==> src/rtl/game_sequencer_if.sv <==
// Signal bundle between the game sequencer and the rest of the game:
// frame/event inputs in, motion enable and scoreboard outputs back.
interface game_sequencer_if;
    logic       tick;
    logic       start;
    logic       brick_hit;
    logic       ball_lost;
    logic       run;
    logic       ball_rst;
    logic [1:0] lives;
    logic [9:0] score;
    logic [5:0] bricks_left;
    logic [2:0] state;
    logic       game_over;
    logic       win;

    modport master (
        output tick, start, brick_hit, ball_lost,
        input  run, ball_rst, lives, score, bricks_left,
        input  state, game_over, win
    );

    modport slave (
        input  tick, start, brick_hit, ball_lost,
        output run, ball_rst, lives, score, bricks_left,
        output state, game_over, win
    );
endinterface

==> src/rtl/game_sequencer.sv <==
// Breakout-style game flow controller: serve delay, play, pause,
// life loss, game over and win, with lives/score/brick bookkeeping.
module game_sequencer #(
    parameter int LIVES       = 3,
    parameter int SERVE_TICKS = 60,
    parameter int BRICKS      = 40
) (
    input  logic              clk,
    input  logic              rst,
    game_sequencer_if.slave   bus
);
    typedef enum logic [2:0] {
        S_IDLE  = 3'd0,
        S_SERVE = 3'd1,
        S_PLAY  = 3'd2,
        S_LOST  = 3'd3,
        S_OVER  = 3'd4,
        S_WIN   = 3'd5,
        S_PAUSE = 3'd6
    } state_t;

    state_t     r_state, w_next;
    logic [7:0] r_cnt, w_cnt;
    logic [1:0] r_lives, w_lives;
    logic [9:0] r_score, w_score;
    logic [5:0] r_bricks, w_bricks;
    logic       r_start_q;
    logic       r_armed;
    logic       r_ball_rst;
    logic       w_press;
    logic       w_serve_entry;

    // r_armed blocks a button that is still held low from before reset
    assign w_press = r_armed & r_start_q & ~bus.start;
    assign w_serve_entry = (w_next == S_SERVE) && (r_state != S_SERVE);

    always_ff @(posedge clk or negedge rst) begin
        if (!rst) begin
            r_state    <= S_IDLE;
            r_cnt      <= 8'd0;
            r_start_q  <= 1'b1;
            r_armed    <= 1'b0;
            r_lives    <= 2'(LIVES);
            r_score    <= 10'd0;
            r_bricks   <= 6'(BRICKS);
            r_ball_rst <= 1'b0;
        end else begin
            r_state    <= w_next;
            r_cnt      <= w_cnt;
            r_start_q  <= bus.start;
            r_armed    <= r_armed | bus.start;
            r_lives    <= w_lives;
            r_score    <= w_score;
            r_bricks   <= w_bricks;
            r_ball_rst <= w_serve_entry;
        end
    end

    always_comb begin
        w_next   = r_state;
        w_cnt    = r_cnt;
        w_lives  = r_lives;
        w_score  = r_score;
        w_bricks = r_bricks;
        case (r_state)
            S_IDLE: begin
                if (w_press) begin
                    w_next   = S_SERVE;
                    w_lives  = 2'(LIVES);
                    w_score  = 10'd0;
                    w_bricks = 6'(BRICKS);
                end
            end
            S_SERVE: begin
                if (bus.tick) begin
                    if (r_cnt == 8'd0) w_next = S_PLAY;
                    else               w_cnt  = r_cnt - 8'd1;
                end
            end
            S_PLAY: begin
                if (bus.brick_hit) begin
                    if (r_score != 10'h3FF) w_score = r_score + 10'd1;
                    w_bricks = r_bricks - 6'd1;
                end
                if (bus.brick_hit && (r_bricks == 6'd1)) w_next = S_WIN;
                else if (bus.ball_lost)                  w_next = S_LOST;
                else if (w_press)                        w_next = S_PAUSE;
            end
            S_PAUSE: begin
                if (w_press) w_next = S_PLAY;
            end
            S_LOST: begin
                if (r_lives <= 2'd1) begin
                    w_next  = S_OVER;
                    w_lives = 2'd0;
                end else begin
                    w_next  = S_SERVE;
                    w_lives = r_lives - 2'd1;
                end
            end
            S_OVER, S_WIN: begin
                if (w_press) w_next = S_IDLE;
            end
            default: w_next = S_IDLE;
        endcase
        // every way into SERVE restarts the serve delay
        if (w_serve_entry) w_cnt = 8'(SERVE_TICKS);
    end

    assign bus.run         = (r_state == S_PLAY);
    assign bus.ball_rst    = r_ball_rst;
    assign bus.lives       = r_lives;
    assign bus.score       = r_score;
    assign bus.bricks_left = r_bricks;
    assign bus.state       = r_state;
    assign bus.game_over   = (r_state == S_OVER);
    assign bus.win         = (r_state == S_WIN);
endmodule

==> src/flat_wrapper.sv <==
// flat-port wrapper written by rule: the top's interface ports become plain ports
module game_sequencer_flat 
#(
    parameter int LIVES       = 3,
    parameter int SERVE_TICKS = 60,
    parameter int BRICKS      = 40
)
  (clk, rst, bus_tick, bus_start, bus_brick_hit, bus_ball_lost, bus_run, bus_ball_rst, bus_lives, bus_score, bus_bricks_left, bus_state, bus_game_over, bus_win);
  game_sequencer_if bus_i ();
  input  logic clk;
  input  logic rst;
  input wire logic [$bits(bus_i.tick)-1:0] bus_tick;
  input wire logic [$bits(bus_i.start)-1:0] bus_start;
  input wire logic [$bits(bus_i.brick_hit)-1:0] bus_brick_hit;
  input wire logic [$bits(bus_i.ball_lost)-1:0] bus_ball_lost;
  output wire logic [$bits(bus_i.run)-1:0] bus_run;
  output wire logic [$bits(bus_i.ball_rst)-1:0] bus_ball_rst;
  output wire logic [$bits(bus_i.lives)-1:0] bus_lives;
  output wire logic [$bits(bus_i.score)-1:0] bus_score;
  output wire logic [$bits(bus_i.bricks_left)-1:0] bus_bricks_left;
  output wire logic [$bits(bus_i.state)-1:0] bus_state;
  output wire logic [$bits(bus_i.game_over)-1:0] bus_game_over;
  output wire logic [$bits(bus_i.win)-1:0] bus_win;
  assign bus_i.tick = bus_tick;
  assign bus_i.start = bus_start;
  assign bus_i.brick_hit = bus_brick_hit;
  assign bus_i.ball_lost = bus_ball_lost;
  assign bus_run = bus_i.run;
  assign bus_ball_rst = bus_i.ball_rst;
  assign bus_lives = bus_i.lives;
  assign bus_score = bus_i.score;
  assign bus_bricks_left = bus_i.bricks_left;
  assign bus_state = bus_i.state;
  assign bus_game_over = bus_i.game_over;
  assign bus_win = bus_i.win;
  game_sequencer #(.LIVES(LIVES), .SERVE_TICKS(SERVE_TICKS), .BRICKS(BRICKS)) u_core (.clk(clk), .rst(rst), .bus(bus_i));
endmodule
==> config.mk <==
export PLATFORM = sky130hd
export DESIGN_NAME = game_sequencer_flat
export DESIGN_NICKNAME = d
export VERILOG_FILES = /design/src/rtl/game_sequencer_if.sv /design/src/rtl/game_sequencer.sv /design/src/flat_wrapper.sv
export SDC_FILE = /design/constraint.sdc
export NUM_CORES = 1
export LEC_CHECK = 0
export BUFFER_PORTS_ARGS = -buffer_cell sky130_fd_sc_hd__buf_2
export CORE_ASPECT_RATIO = 1.25
export CORE_MARGIN = 10
export CORE_UTILIZATION = 50
export CTS_CLUSTER_DIAMETER = 50
export CTS_CLUSTER_SIZE = 25
export DETAILED_ROUTE_END_ITERATION = 12
export GPL_TIMING_DRIVEN = 0
export PLACE_DENSITY = 0.72
export SLEW_MARGIN = 25
export SYNTH_ARGS = -nofsm -noshare
export SYNTH_HDL_FRONTEND = slang
export SYNTH_SLANG_ARGS = --single-unit
==> constraint.sdc <==
create_clock -name clk -period 2.35 [get_ports clk]
set_input_delay 0 -clock clk [delete_from_list [all_inputs] [get_ports clk]]
set_output_delay 0 -clock clk [all_outputs]
set_load 0.05 [all_outputs]
Yosys cells after proc, flatten, opt, wreduce, memory -nomap -nowiden. Index checks and enable logic that the tools add are counted.

Bits in registers: 32. Bits of input ports: 6. Output and inout port bits: 25. Word-level logic and storage cells: 68.

Add/subtract/negate cells: 4. $lt $le $gt $ge: 1. Equal/unequal tests: 14. Mux-type cells: 24. Bitwise logic cells: 4. Reduce and logical (&&, ||, !) cells: 13.

Operators with widths (count): 8-bit 2-to-1 mux (4); 10-bit 2-to-1 mux (3); 3-bit 2-to-1 mux (9); 10-bit one-hot mux with 2 select lines (1); 3-bit one-hot mux with 6 select lines (1); 6-bit 2-to-1 mux (2); 6-bit one-hot mux with 2 select lines (1); 10-bit by 1-bit adder with 10-bit output (second input constant) (1); 10-bit != test (second input constant) (1); 3-bit == test (second input constant) (3); 8-bit zero test (1); 2-bit nonzero test (4); 8-bit by 1-bit subtractor with 8-bit output (second input constant) (1); 3-bit by 1-bit == test with 1-bit output (second input constant) (2); 3-bit by 2-bit == test with 1-bit output (second input constant) (2); 6-bit by 1-bit == test with 1-bit output (second input constant) (1); 2-bit by 1-bit != test with 1-bit output (second input constant) (3); 3-bit AND reduction (2); 6-bit by 1-bit subtractor with 6-bit output (second input constant) (1); 2-bit 2-to-1 mux (2); 2-bit one-hot mux with 2 select lines (1); 4-bit AND reduction (1); 3-bit zero test (1); 3-bit by 1-bit != test with 1-bit output (second input constant) (1); 9 further kinds (11).

Depth between registers and ports, before layout. Gate-level depths: netlist of the first run.

Depth after elaboration: 10. Mapped depth: 6. Mapped depth without buffers: 6.

Least setup slack after synthesis of the first run. Ideal clock, no wire load.

Kind: register to register. Start point: register u_core.r_state[2], in the netlist u_core.bus.state[2]. End point: register u_core.r_score[8], in the netlist u_core.bus.score[8]. Setup time: 66 ps. Arrival time: 2001 ps. Required time: 2284 ps. Slack: 284 ps. Cell stages (with the launch flop): 6. Buffers on the path: 0. Period minus slack after synthesis: 2066 ps. Cell sequence: dfrtp_1 or3b_4 inv_1 o31ai_1 nor4_1 o21a_1.

Cells in the longest elaborated chain, start to end: 3. Elaborated cells between the ends (all ways): 8. Classes of those cells: 4 x eq/ne; 1 x mux; 3 x reduce/logical.

RTL lines: start: declaration (RTL line game_sequencer.sv:22) `state_t r_state, w_next;`; start signal: assignment (RTL line game_sequencer.sv:48) `r_state <= w_next;`; 3-bit by 2-bit == test with 1-bit output (*); via bus_run (RTL line flat_wrapper.sv:16) `output wire logic [$bits(bus_i.run)-1:0] bus_run;`; 2-bit by 1-bit != test with 1-bit output (no source line), or another cell as far along; 4-bit AND reduction (no source line); end signal: assignment (RTL line game_sequencer.sv:53) `r_score <= w_score;`; end: declaration (RTL line game_sequencer.sv:25) `logic [9:0] r_score, w_score;`.

The timed path passes the listed nets; every way through them passes the cells marked *. A chain may end at the register's enable or synchronous reset.

Final worst setup path of the first run.
Start point: register u_core.r_cnt[0]. End point: register u_core.r_cnt[2].

Cells in the longest elaborated chain, start to end: 8. Elaborated cells between the ends (all ways): 15. Classes of those cells: 1 x add/sub; 2 x eq/ne; 7 x mux; 5 x reduce/logical.

RTL lines: start: declaration (RTL line game_sequencer.sv:23) `logic [7:0] r_cnt, w_cnt;`; start signal: assignment (RTL line game_sequencer.sv:49) `r_cnt <= w_cnt;`; 8-bit zero test (RTL line game_sequencer.sv:76) `if (r_cnt == 8'd0) w_next = S_PLAY;`; 3-bit 2-to-1 mux (RTL line game_sequencer.sv:76); 3-bit 2-to-1 mux (RTL line game_sequencer.sv:75) `if (bus.tick) begin`; 3-bit one-hot mux with 6 select lines (RTL line game_sequencer.sv:65) `case (r_state)`; 3-bit by 1-bit == test with 1-bit output (RTL line game_sequencer.sv:35) `assign w_serve_entry = (w_next == S_SERVE) && (r_state != S_SERVE);`; 1-bit logical AND (RTL line game_sequencer.sv:35); 2-bit by 1-bit != test with 1-bit output (no source line) / 2-bit nonzero test (equally long branches); 3-bit AND reduction (no source line).

Several ways; a longest one is shown, not always the timed one. The select of a mux whose other input is x is not followed.

==> flow_summary_export.csv, run 1 <==
group,metric,value,unit
synthesis,synthFlopType,"dfrtp_1",
cts,clkLatencyLatePin,0.29,ns
worst_setup_path,cp.required,2.52,ns
synthesis,synth-async-reset-ratio,100.0,%
finish,seqCellArea,807.0,um2
floorplan,dieArea,6433,um2
worst_setup_path,critPathKind,"register to register",
cts,cts_resized,0,
flow_run,drv_cap,0,
finish,syn2layout_area_growth,17.66,%
pwr,p_leak,0.9823,nW
worst_setup_path,cp-start-kind,"register",
synthesis,synth_top_cell_by_area,"dfrtp_1",
pwr,p_per_area,802.4,nW/um2
worst_setup_path,end_kind,"register",
global_route,track_usage,14.60,%
cts,numCtsBuffers,5,
global_route,grt_pass1_wl,7431,um
cts,ctsLongestPathBuffers,2,
cts,clock-sinks,32,
synthesis,seq_area_frac_synth,44.67,%
sta,final_hold_viol_count,0,
global_route,grt_overflow,0,
synthesis,synth-seq-cells,32,
pwr,ir_drop,547.4,uV
floorplan,floorplan.core_area,3483,um2
placed_design,dpl.hpwl,3141,um
routing,vias_per_cell,5.811,
pwr,sequentialPowerShare,45.3,%
synthesis,syn-num-nets,200,
synthesis,netlist_instances,190,
sta,post-route-period-util,85.02,%
sta,fin_setup_tns,0,ns
synthesis,syn_avg_cell_area,9.509,um2
sta,rsz0062_at_grt,"no",
cts,htree_levels,2,
floorplan,dieHeight,87.21,um
global_route,antenna_found_initial,0,
pwr,power,0.001706,W
synthesis,synth_top_area_share,37.40,%
routing,antenna_left,0,
pwr,p_int,0.001063,W
floorplan,ioPinCount,31,
pwr,switchingPower,0.0006429,W
placed_design,io_buffers,30,
synthesis,synth_edf_count,0,
pwr,pwr-share-comb,28.4,%
finish,antenna_cells,0,
global_route,grt_pass1_vias,1580,
floorplan,die_w,73.77,um
worst_setup_path,crit_start,"u_core.r_cnt[0]",
hold_path,worstHoldStart,"bus_tick",
sta,tightest_slew,0.7001,ns
finish,nets,240,
worst_setup_path,crit_fanout,6,
sta,max-slew-margin-rel,53.33,%
routing,routedWlPerCell,15.71,um
routing,num_vias,1569,
routing,drtIter0Drc,94,
synthesis,ys_types,48,
finish,drive_gt1_share,23.38,%
placed_design,gp_congestion,0.8771,
pwr,clkPwrFrac,26.3,%
routing,dr.pass1.iters,4,
cts,clkSlewWorstSetupHoldPaths,0.07,ns
global_route,grt_max_degree,33,
cts,cts_tree,"done",
floorplan,num_rows,24,
synthesis,synth_area,1807,um2
routing,drc_errors,0,
floorplan,initial_core_util,51.87,%
synthesis,synth_area_leaders,"dfrtp_1, dfstp_2, o21ai_0, nand2_1, o31ai_1",
worst_setup_path,r2r_start,"u_core.r_cnt[0]",
finish,fin_util,61.03,%
finish,multiInputGateArea,913.4,um2
sta,min_period,1.998,ns
hold_path,min_path_type,"primary input to register",
pwr,sw_frac_of_total,37.69,%
sta,skew,0.007159,ns
sta,setup_viol,0,
cts,cts_root_buf,"clkbuf_8",
worst_setup_path,crit_arrival,2.16,ns
sta,max_freq,500.5,MHz
status,status,"complete, no violations",
sta,maxSlewViolCount,0,
finish,fillers,322,
routing,totalWireLength,4243,um
synthesis,synth-warning-count,0,
## area by class of cell
| cell class | count | area share, % |
|---|---|---|
| inverters | 13 | 2.295 |
| well taps | 39 | 2.295 |
| plain buffers | 7 | 1.766 |
| flip-flops and latches | 32 | 37.96 |
| clock buffers | 8 | 4.238 |
| multi-input cells | 138 | 42.97 |
| repair buffers | 33 | 8.476 |
## metrics by stage
step	hold slack [ns]	cells	setup WS (ns)	area (um2)
after floorplan	-0.2956	190	0.2836	1807
after global placement	0.09708	259	0.3853	2006
after detailed placement	0.09707	259	0.3483	2006
after CTS	0.04141	270	0.3475	2126
after global routing	0.07856	270	0.1831	2126
final	0.05219	270	0.3520	2126
## path summary, 6_finish.rpt
| path | to | slack, ns | cells past startpoint |
|---|---|---|---|
| worst max-delay path | u_core.r_cnt[2] | 0.35 | 6 |
| worst min-delay path | u_core.bus.state[0] | 0.05 | 4 |
| worst max register to register | u_core.r_cnt[2] | 0.35 | 6 |
| worst min register to register | u_core.r_armed | 0.50 | 1 |
| max in group asynchronous | u_core.r_cnt[1] | 1.60 | 2 |
| min in group asynchronous | u_core.bus.score[9] | 0.30 | 2 |
## layout by cell type (no fill, tap or decap), drive strengths merged, types with 8 or more instances in the layout
master  netlist  final
o31ai         8      8
dfrtp        27     27
o21ai        14     14
buf           4     34
nor2         12     12
a21oi        11     11
nor4          9      9
nand3         8      8
nand2        16     16
inv          13     13
clkbuf        3     11
## sequential cells by signal, indices dropped and copies added, names as in the netlist
name and count:
u_core.bus.lives 2, u_core.r_cnt 8, u_core.bus.state 3, u_core.bus.score 10, u_core.r_armed 1, u_core.bus.bricks_left 6
u_core.bus.ball_rst 1, u_core.r_start_q 1
## worst max-delay path, cell delays in order, from the launching register on
cell and delay (ns):
dfrtp_1 0.41, inv_1 0.07, ha_1 0.20, nor3b_1 0.40, a21oi_1 0.27, nor2b_1 0.19, or3b_1 0.34
## cells by family (layout without fill, tap and decap cells)
logic type / after synthesis / in the layout / synth area share, %
AO/OA/AOI/OAI: 43 / 43 / 14.68
XOR/XNOR: 6 / 6 / 2.909
adder cells (fa/ha/maj): 4 / 4 / 2.770
buffers and inverters: 20 / 61 / 4.778
flip-flops: 32 / 32 / 44.67
multiplexers: 3 / 3 / 1.731
AND/OR/NAND/NOR: 82 / 82 / 28.46
## synth_stat cells (2+ instances only)
| cell | n |
|---|---|
| inv_1 | 13 |
| nor2_1 | 12 |
| nand2_1 | 16 |
| nor2b_1 | 2 |
| mux2i_1 | 2 |
| buf_2 | 3 |
| nand3_1 | 8 |
| xor2_1 | 2 |
| xnor2_1 | 4 |
| nand4_1 | 5 |
| nand2b_1 | 3 |
| or2_2 | 3 |
| and3_1 | 4 |
| a21oi_1 | 11 |
| dfstp_2 | 5 |
| o211ai_1 | 2 |
| o21ai_0 | 14 |
| dfrtp_1 | 27 |
| o31ai_1 | 8 |
| nor4_1 | 6 |
| nand4bb_1 | 2 |
| and4_1 | 2 |
| clkbuf_1 | 3 |
| ha_1 | 4 |
| or4_1 | 5 |
| nor4_4 | 2 |
## what timing repair did
| item | 4_1_cts | 5_1_grt |
|---|---|---|
| hold buffers | 3 | 0 |
| setup buffers | 0 | 0 |
| endpoints found under the hold margin | 30 | 0 |
## power groups by stage
stage          sequential (W)  clock, W  combinational (W)
6_report             0.000773  0.000448           0.000485
5_1_grt              0.000788  0.000480           0.000544
3_5_place_dp         0.000780         0           0.000486
4_1_cts              0.000771  0.000461           0.000491
2_1_floorplan        0.000899         0           0.000241
3_3_place_gp         0.000779         0           0.000478
## layer usage
metal  GRT usage, %  vias to the layer above  wire length, um
li1               -                      776                -
met1          15.89                      760             1731
met2          24.38                       26             2210
met3          4.566                        7              216
met4          7.810                        0               84
met5              0                        -                0
No activity file was read; power rests on OpenSTA's default activity.
==> run 2, diff against run 1 <==
Settings changed: CORE_ASPECT_RATIO 1.25 to not set, CORE_UTILIZATION 50 to 31, PLACE_DENSITY 0.72 to not set.
==> run 2 against run 1 <==
Sequential power about the same. Combinational power about the same. Non-clock buffer count decreased by 1. Sequential cell count unchanged. Routed wire length increased by 2.7%. Global-route usage decreased by 4.4 points. Clock skew increased by 0.0041 ns. Cell count increased by 12%. Final area increased by 1.6%. Clock-buffer cell count decreased by 2. Critical path type unchanged. Largest power group unchanged.
==> flow_summary_export.csv, run 2 (synthesis gave the netlist of run 1 again) <==
group,metric,value,unit
floorplan,num_rows,27,
floorplan,dieHeight,96.34,um
cts,htree_levels,2,
hold_path,holdPathStages,3,
sta,max-slew-margin-rel,51.72,%
sta,skew,0.01123,ns
worst_setup_path,cp_common_cell,"buf_2",
worst_setup_path,crit_chain,"buf_2 -> and4bb_2 -> a21oi_1 -> buf_2 -> nor4_1 -> nand2b_1",
finish,syn2layout_area_growth,19.53,%
global_route,grt_pass1_vias,1594,
routing,vias_per_cell,5.288,
cts,cts_root_buf,"clkbuf_8",
pwr,p_leak,0.9835,nW
cts,clock-sinks,32,
sta,maxSlewViolCount,0,
cts,cts_setup_buffers,0,
sta,final_hold_viol_count,0,
placed_design,dp_slack,0.3990,ns
hold_path,min_path_type,"primary input to register",
cts,cts_hold_buffers,2,
routing,antenna_left,0,
global_route,track_usage,10.15,%
pwr,switchingPower,0.0006420,W
sta,max_freq,500.9,MHz
floorplan,dieArea,9281,um2
routing,num_vias,1597,
worst_setup_path,r2r_start,"u_core.bus.state[1]",
placed_design,io_buffers,30,
worst_setup_path,cpLargestDelayFamily,"buffers and inverters",
worst_setup_path,end_kind,"register",
routing,totalWireLength,4359,um
floorplan,ioPinCount,31,
worst_setup_path,r2r_cells,6,
sta,min_period,1.997,ns
floorplan,floorplan.core_area,5574,um2
routing,routedWlPerCell,14.43,um
routing,dr.pass1.iters,4,
routing,drc_errors,0,
worst_setup_path,critPathKind,"register to register",
finish,drive_gt1_share,24.35,%
worst_setup_path,crit_fanout,10,
routing,drtIter0Drc,74,
cts,cts_tree,"done",
cts,ctsLongestPathBuffers,2,
worst_setup_path,worst-path-stages,6,
pwr,sequentialPowerShare,45.6,%
worst_setup_path,reg2reg_slack,0.35,ns
status,status,"complete, no violations",
pwr,pwr-share-comb,28.6,%
cts,clkSlewWorstSetupHoldPaths,0.07,ns
sta,setup_viol,0,
sta,tightest_slew,0.7242,ns
pwr,p_per_area,786.8,nW/um2
worst_setup_path,cp.required,2.52,ns
pwr,sw_frac_of_total,37.78,%
sta,setup_slack,0.3534,ns
worst_setup_path,cpPeakStageDelay,0.45,ns
placed_design,gp_congestion,0.8489,
sta,post-route-period-util,84.96,%
global_route,antenna_found_initial,0,
cts,clkLatencyLatePin,0.29,ns
pwr,ir_drop,454.3,uV
pwr,p_int,0.001057,W
worst_setup_path,slowest_stage,"a21oi_1",
placed_design,dpl.hpwl,3267,um
cts,numCtsBuffers,5,
sta,rsz0062_at_grt,"no",
cts,cts_resized,0,
pwr,clkPwrFrac,25.8,%
hold_path,worst_hold_path.endpoint,"u_core.bus.state[0]",
finish,layout_common_cells,"buf_2, dfrtp_1, nand2_1",
sta,fin_setup_tns,0,ns
hold_path,worstHoldStart,"bus_ball_lost",
worst_setup_path,cp-start-kind,"register",
worst_setup_path,crit_arrival,2.16,ns
floorplan,die_w,96.34,um
finish,largest_reg_flops,10,
worst_setup_path,crit_buf_inv,2,
flow_run,drv_cap,0,
floorplan,initial_core_util,32.41,%
global_route,grt_overflow,0,
global_route,grt_pass1_wl,7486,um
global_route,grt_max_degree,33,
finish,antenna_cells,0,
worst_setup_path,r2r_end,"u_core.bus.score[0]",
finish,nets,239,
finish,layout_commonest_cell,"buf_2",
## run 2: changes by cell type in the layout (fill, tap and decap cells not counted)
cell / previous run / this run
dlygate4sd3_1: 3 / 2
clkbuf_1: 5 / 3
clkinv_2: 0 / 2
## run 2: stage by stage
stage / util (%) / instance area, um2 / total power (W) / hold slack (ns) / cells
final: 38.74 / 2160 / 0.001699 / 0.01042 / 302
after global routing: 38.74 / 2160 / 0.001825 / 0.01214 / 302
after CTS: 38.74 / 2160 / 0.001726 / 0.001445 / 302
after detailed placement: 36.72 / 2047 / 0.001271 / 0.1094 / 292
after global placement: 36.72 / 2047 / 0.001261 / 0.1055 / 292
after floorplan: - / 1807 / 0.001140 / -0.2956 / 190
## run 2: how the worst max path moves through the flow
stage | startpoint | to | slack [ns]
final | u_core.bus.state[1] | u_core.bus.score[0] | 0.35
after global routing | u_core.bus.state[1] | u_core.bus.score[3] | 0.16
after CTS | u_core.bus.state[1] | u_core.bus.score[0] | 0.36
after floorplan | u_core.bus.state[2] | u_core.bus.score[8] | 0.28
after detailed placement | u_core.bus.state[1] | u_core.bus.score[3] | 0.40
after global placement | u_core.bus.state[1] | u_core.bus.score[4] | 0.37
## run 2: cell type report
cell class	instances	area, um2
plain buffers	7	37.54
clock buffers	6	82.58
clock inverters	2	10.01
fillers	567	3415
inverters	13	48.80
multi-input cells	138	913.4
flip-flops and latches	32	807.0
well taps	72	90.09
repair buffers	32	170.2
## run 2: routing by layer
layer,global-route usage [%],vias to the layer above,part of all wire (%)
met5,0,-,0
met4,4.843,0,1.8
met3,3.191,8,7.7
met2,16.42,42,48
met1,11.98,769,43
li1,-,778,-
## run 2: worst register-to-register path, cell delays in order, from the launching register on
cell and delay [ns]:
dfrtp_1 0.41, buf_2 0.20, and4bb_2 0.28, a21oi_1 0.45, buf_2 0.33, nor4_1 0.07
nand2b_1 0.14
## run 2: power by group through the flow
stage | clock [W] | combinational, W | sequential [W]
after floorplan | 0 | 0.000241 | 0.000899
after global placement | 0 | 0.000480 | 0.000781
after detailed placement | 0 | 0.000491 | 0.000780
after CTS | 0.000460 | 0.000493 | 0.000773
after global routing | 0.000488 | 0.000550 | 0.000788
final | 0.000439 | 0.000486 | 0.000774
